`config.mk`:
```
export PLATFORM = sky130hd
export DESIGN_NAME = pm_flow_ctrl
export DESIGN_NICKNAME = d
export VERILOG_FILES = /design/src/rtl/pm_flow_pkg.sv /design/src/rtl/pm_ras.sv /design/src/rtl/pm_flow_ctrl.sv
export SDC_FILE = /design/constraint.sdc
export NUM_CORES = 1
export LEC_CHECK = 0
export CORE_AREA = 2 2 110 85
export CTS_CLUSTER_DIAMETER = 60
export CTS_CLUSTER_SIZE = 10
export DETAILED_ROUTE_END_ITERATION = 10
export DIE_AREA = 0 0 112 87
export GPL_ROUTABILITY_DRIVEN = 0
export PLACE_DENSITY_LB_ADDON = 0.2
export SETUP_SLACK_MARGIN = 0.02
export SYNTH_ARGS = -nofsm -noshare
export SYNTH_HDL_FRONTEND = slang
export SYNTH_SLANG_ARGS = --single-unit
```
`constraint.sdc`:
```
create_clock -name clk -period 3.9 [get_ports clk]
set_clock_uncertainty 0.15 [all_clocks]
set_input_delay 0.78 -clock clk [delete_from_list [all_inputs] [get_ports clk]]
set_output_delay 0.78 -clock clk [all_outputs]
set_load 0.01 [all_outputs]
```
`src/rtl/pm_flow_pkg.sv`:
```
// Shared opcode constants and FSM state encoding for the fetch-side flow controller.
package pm_flow_pkg;

  localparam logic [5:0] OP_JMP  = 6'h02;
  localparam logic [5:0] OP_CALL = 6'h03;
  localparam logic [5:0] OP_RET  = 6'h04;
  localparam logic [5:0] OP_HALT = 6'h3F;

  typedef enum logic [1:0] {
    RUN   = 2'd0,
    FLUSH = 2'd1,
    HALT  = 2'd2
  } state_t;

endpackage

```
`src/rtl/pm_ras.sv`:
```
// Circular return-address stack: a push while full overwrites the oldest entry
// and raises wrap; top is the most recent entry, read combinationally.
module pm_ras
  import pm_flow_pkg::*;
#(
  parameter int DEPTH = 4,
  parameter int W     = 16
) (
  input  logic         clk,
  input  logic         reset,
  input  logic         push,
  input  logic         pop,
  input  logic [W-1:0] push_data,
  output logic [W-1:0] top,
  output logic         empty,
  output logic         full,
  output logic         wrap
);

  localparam int PTR_W = $clog2(DEPTH);
  localparam int CNT_W = PTR_W + 1;

  logic [PTR_W-1:0] ptr_reg;
  logic [PTR_W-1:0] top_idx;
  logic [CNT_W-1:0] cnt_reg;
  logic [W-1:0]     entry_reg [DEPTH];

  assign top_idx = ptr_reg - PTR_W'(1);
  assign top     = entry_reg[top_idx];
  assign empty   = (cnt_reg == '0);
  assign full    = (cnt_reg == CNT_W'(DEPTH));
  assign wrap    = push & full;

  always_ff @(posedge clk or posedge reset) begin
    if (reset) begin
      ptr_reg <= '0;
      cnt_reg <= '0;
      for (int i = 0; i < DEPTH; i++) begin
        entry_reg[i] <= '0;
      end
    end else if (push) begin
      entry_reg[ptr_reg] <= push_data;
      ptr_reg            <= ptr_reg + PTR_W'(1);
      // Depth saturates: a wrapping push replaces the oldest entry instead.
      if (!full) begin
        cnt_reg <= cnt_reg + CNT_W'(1);
      end
    end else if (pop && !empty) begin
      ptr_reg <= top_idx;
      cnt_reg <= cnt_reg - CNT_W'(1);
    end
  end

endmodule

```
`src/rtl/pm_flow_ctrl.sv`:
```
// Fetch flow controller: decodes JMP/CALL/RET/HALT, squashes wrong-path fetches
// and holds fetch on HALT or hazard. Optional counters under PM_FLOW_PERF_EN.
module pm_flow_ctrl
  import pm_flow_pkg::*;
#(
  parameter int RAS_DEPTH = 4,
  parameter int ADDR_W    = 16
) (
  input  logic              clk,
  input  logic              reset,
  input  logic [31:0]       ins,
  input  logic [ADDR_W-1:0] current_address,
  input  logic              ex_stall_req,
  input  logic              resume,
  output logic [ADDR_W-1:0] jmp_loc,
  output logic              pc_mux_sel,
  output logic              stall,
  output logic              stall_pm,
  output logic              ins_kill,
  output logic              halted,
`ifdef PM_FLOW_PERF_EN
  output logic              ras_err,
  output logic [15:0]       redirect_cnt,
  output logic [15:0]       stall_cnt
`else
  output logic              ras_err
`endif
);

  state_t            state_reg, state_next;
  logic [5:0]        opcode;
  logic [ADDR_W-1:0] target;
  logic              ras_push, ras_pop, ras_underflow;
  logic [ADDR_W-1:0] ras_top;
  logic              ras_empty, ras_wrap;
  logic              unused_ras_full;
  logic              unused_ins;
  logic              ras_err_reg;

  assign opcode     = ins[31:26];
  assign target     = ins[ADDR_W-1:0];
  assign unused_ins = ^ins;

  pm_ras #(
    .DEPTH (RAS_DEPTH),
    .W     (ADDR_W)
  ) u_ras (
    .clk       (clk),
    .reset     (reset),
    .push      (ras_push),
    .pop       (ras_pop),
    .push_data (current_address + ADDR_W'(1)),
    .top       (ras_top),
    .empty     (ras_empty),
    .full      (unused_ras_full),
    .wrap      (ras_wrap)
  );

  always_ff @(posedge clk or posedge reset) begin
    if (reset) begin
      state_reg   <= RUN;
      ras_err_reg <= 1'b0;
    end else begin
      state_reg   <= state_next;
      ras_err_reg <= ras_err_reg | ras_underflow | ras_wrap;
    end
  end

  // Outputs are forced idle while reset is held so nothing leaks from ins.
  always_comb begin
    state_next    = state_reg;
    pc_mux_sel    = 1'b0;
    jmp_loc       = '0;
    stall         = 1'b0;
    ins_kill      = 1'b0;
    halted        = 1'b0;
    ras_push      = 1'b0;
    ras_pop       = 1'b0;
    ras_underflow = 1'b0;
    if (!reset) begin
      case (state_reg)
        RUN: begin
          if (ex_stall_req) begin
            stall = 1'b1;
          end else begin
            case (opcode)
              OP_JMP: begin
                pc_mux_sel = 1'b1;
                jmp_loc    = target;
                state_next = FLUSH;
              end
              OP_CALL: begin
                pc_mux_sel = 1'b1;
                jmp_loc    = target;
                ras_push   = 1'b1;
                state_next = FLUSH;
              end
              OP_RET: begin
                if (ras_empty) begin
                  ras_underflow = 1'b1;
                end else begin
                  pc_mux_sel = 1'b1;
                  jmp_loc    = ras_top;
                  ras_pop    = 1'b1;
                  state_next = FLUSH;
                end
              end
              OP_HALT: begin
                stall      = 1'b1;
                state_next = HALT;
              end
              default: ;
            endcase
          end
        end
        FLUSH: begin
          ins_kill = 1'b1;
          if (ex_stall_req) begin
            stall = 1'b1;
          end else begin
            state_next = RUN;
          end
        end
        HALT: begin
          halted = 1'b1;
          stall  = 1'b1;
          // Releasing stall on the resume cycle lets the PC step past the HALT.
          if (resume && !ex_stall_req) begin
            stall      = 1'b0;
            state_next = RUN;
          end
        end
        default: state_next = RUN;
      endcase
    end
  end

  assign stall_pm = stall;
  assign ras_err  = ras_err_reg;

`ifdef PM_FLOW_PERF_EN
  logic [15:0] redirect_cnt_reg, stall_cnt_reg;

  always_ff @(posedge clk or posedge reset) begin
    if (reset) begin
      redirect_cnt_reg <= '0;
      stall_cnt_reg    <= '0;
    end else begin
      if (pc_mux_sel && redirect_cnt_reg != 16'hFFFF) begin
        redirect_cnt_reg <= redirect_cnt_reg + 16'd1;
      end
      if (stall && stall_cnt_reg != 16'hFFFF) begin
        stall_cnt_reg <= stall_cnt_reg + 16'd1;
      end
    end
  end

  assign redirect_cnt = redirect_cnt_reg;
  assign stall_cnt    = stall_cnt_reg;
`endif

endmodule

```
==> summary.txt <==
Layout
  – Core Util, Final: 56.03%
  – Layout cells sized above 1: about 17%
  – Layout area overhead: 28.61%
  – Max reg flops: 64
  – # diodes: 0
  – Final-stage net count: 498

Floorplan
  – Die area: roughly 10000 µm²
  – Rows: 30
  – Initial Util: a little over two fifths
  – Chip Height: roughly 87 µm
  – Core ar.: slightly below 9000 µm²
  – Chip width: 112 µm
  – I/O pin count: 74

STA
  – Final hold vios: 0
  – Post-route setup slack: between 0.15 and 0.2 ns
  – Actual slew at the worst max-slew pin: between 0.8 and 0.9 ns
  – Endpoints failing setup: 0
  – Relative max-transition margin: ~44%
  – Crit path time final: roughly 3.7 ns
  – Final Max Tran Viols: 0
  – Post-route clock period utilization: between 90% and 100%
  – FMAX: around 270 MHz
  – Setup TNS: 0 ns
  – Worst hold slack: around 0.33 ns
  – RSZ-0062 raised after global routing: false

Yosys
  – Synth Register Bits: just over 70
  – Mux cell area share after synthesis: a little over a tenth
  – Yosys cell types: between 40 and 50
  – Leading area contributor after synthesis: dfrtp_1
  – Cell Area, Synth: ~3800 µm²
  – Synthesized Nets: around 430
  – Cells after synthesis: approximately 370
  – Ys async rst share: 100.0%
  – Avg Cell Area, Syn: slightly above 10 µm²
  – Seq/Total Area, Yosys: approximately 47%
  – Simple-gate portion of the synthesized area: between 15 and 20%
  – Adder-cell area share of the yosys netlist: about 2.2%
  – Synth Area in XOR/XNOR: ~3.4%
  – Main combinational cell family by area after synthesis: simple AND/OR/NAND/NOR gates
  – Synth top area share: 47.09%
  – EDFF count, synth: 0
  – Area contributors post-synth: dfrtp_1 47%, mux4_2 9.4%, o21ai_0 6.5%
  – Ys flop type: dfrtp_1
  – Compound-Gate Fraction of Synth Area: roughly 15%
  – Yosys warns: 0

CTS
  – Setup bufs post-CTS: 0
  – Clock Tree Root: clkbuf_16
  – Num Clock Sinks: a little over 70
  – CTS H-tree lvls: 3
  – TritonCTS buffer count: 9
  – TritonCTS clock tree: done
  – Clock buffer depth: 2
  – Post_cts resized: 0
  – Hold buffer count at cts: 0
  – Worst skew pair latency: ~0.33 ns
  – Clk slew on worst S/H paths: roughly 0.050 ns

Power and ir drop
  – Maximum vdd drop: about 0.19 mV
  – Leak: 2.003 nW
  – Clk network pwr share: 45.8%
  – Switching share of power: between 20% and 30%
  – Combinational Power Share: between 10% and 20%
  – Part of the power in registers: between 40% and 50%
  – NetSw: approximately 430 µW
  – Int Pwr: around 1.5 mW
  – PD cells: ~390 nW/µm²

Routing
  – Average via count per standard cell: around 5.5
  – DR iter-0 viols: between 200 and 250
  – Drt drc: 0
  – Drt pass-1 iters: 4
  – Vias: roughly 3000
  – Wire per inst: about 17 µm
  – Drt total wl: 9195 µm
  – Remaining antenna violation count: 0

Critical path
  – Critical Path Source: ins[29]
  – Crit-path cells: clkdlybuf4s50_1 > nor3_1 > and2_1 > o21ai_1 > buf_4 > nor2_1 > clkdlybuf4s50_1
  – CP max stage delay: 0.54 ns
  – Critical path fanouts, max: 10
  – Critical Path Start Type: input pin
  – Worst setup EP type: primary output
  – Most used cell, CP: clkdlybuf4s50_1
  – Crit path kind: input pin to primary output
  – Crit path DAT: approximately 2.8 ns
  – CP max stage cell: clkdlybuf4s50_1
  – Critical R2R Launch: state_reg[1]
  – CP required: about 3 ns

Place
  – Detail Placement HPWL: 6379 µm
  – Worst setup slack after placement: 0.04226 ns
  – IO buf count: between 60 and 70

Min path
  – Hold Crit Class: register to register
  – Hold path start: u_ras.entry_reg[20]

Flow run
  – Max Cap Viol: 0

Global routing
  – First-pass GRT wire length: 15370 µm
  – GRT Overall Usage: 20.24%
  – Vias in the first global route: a little over 3000
  – Largest net degree at the start of global routing: 66
  – Antenna violations before repair: 0
  – Grt ovf: 0

Run status
  – Status: complete, no violations
-- cells in the mapped netlist (all sizes together), types with 2 or more instances --
cell type and count:
and2 2, o21ai 52, mux4 16, a31oi 2
a21oi 18, mux2 5, dfrtp 72, and4 3
and3 3, nand2 57, nor4 2, buf 12
clkbuf 11, or3 2, nand4 4, inv 7
nand3 9, a22oi 16, ha 5, nor2 44
xor2 8, nor3 5, xnor2 7
-- worst max-delay path, delay by kind of cell --
kind	cells	cell delay, ns
and+or+nand+nor	3	0.69
buffers and inverters	3	1.21
AOI/OAI and AO/OA	1	0.13
-- power groups by stage --
stage / Sequential [mW] / Clock [mW] / Combinational, mW
detailed placement: 0.804 / 0 / 0.235
finish: 0.792 / 0.868 / 0.236
CTS: 0.791 / 0.882 / 0.237
floorplan: 0.801 / 0 / 0.136
global route: 0.795 / 0.910 / 0.259
global placement: 0.803 / 0 / 0.232
-- layout make-up --
| class | instances | area [µm²] |
|---|---|---|
| flip-flops and latches | 72 | 1802 |
| clock inverters | 3 | 65.06 |
| fillers | 796 | 3862 |
| repair buffers | 78 | 770.7 |
| clock buffers | 13 | 250.2 |
| well taps | 112 | 140.1 |
| inverters | 7 | 30.03 |
| multi-input cells | 272 | 1863 |
-- stage by stage --
stage	power, mW	std cells	area [µm²]
CTS	1.911	557	4908
finish	1.895	557	4921
global placement	1.035	541	4593
detailed placement	1.040	541	4593
floorplan	0.9365	374	3830
global route	1.964	557	4921
-- metal layers --
layer  global-route usage (%)  vias to the layer above  share of wire, %
li1                         -                     1458                 -
met2                    31.13                       91                46
met1                    27.90                     1478                47
met4                    8.315                        0               1.9
met3                    5.010                       17               5.1
met5                        0                        -                 0
-- layout by cell type, fill, tap and decap left out, types with 6 or more instances in the layout --
master	Yosys	routed
a22oi_1	16	16
xor2_1	8	8
nor2_1	39	38
nor2_2	5	6
dfrtp_1	72	72
o21ai_0	50	50
xnor2_1	7	7
inv_1	7	6
clkbuf_16	0	9
nand2_1	57	57
buf_4	2	13
mux4_2	16	16
a21oi_2	15	15
clkdlybuf4s50_1	0	62
nand3_1	9	9
-- worst paths after layout --
path,cells past startpoint,endpoint,slack [ns]
max in group asynchronous,3,u_ras.entry_reg[26],1.76
worst min register to register,2,u_ras.entry_reg[20],0.33
worst max-delay path,7,jmp_loc[14],0.16
worst min-delay path,2,u_ras.entry_reg[20],0.33
min in group asynchronous,2,u_ras.cnt_reg[2],0.79
worst max register to register,6,u_ras.cnt_reg[2],1.38
-- cell families after synthesis --
kind of cell             count (synthesis)
AND/OR/NAND/NOR                        137
AO/OA/AOI/OAI                           93
flip-flops                              72
buffers and inverters                   30
multiplexers                            21
XOR/XNOR                                15
adder cells (fa/ha/maj)                  6
No activity file was read; power rests on OpenSTA's default activity.
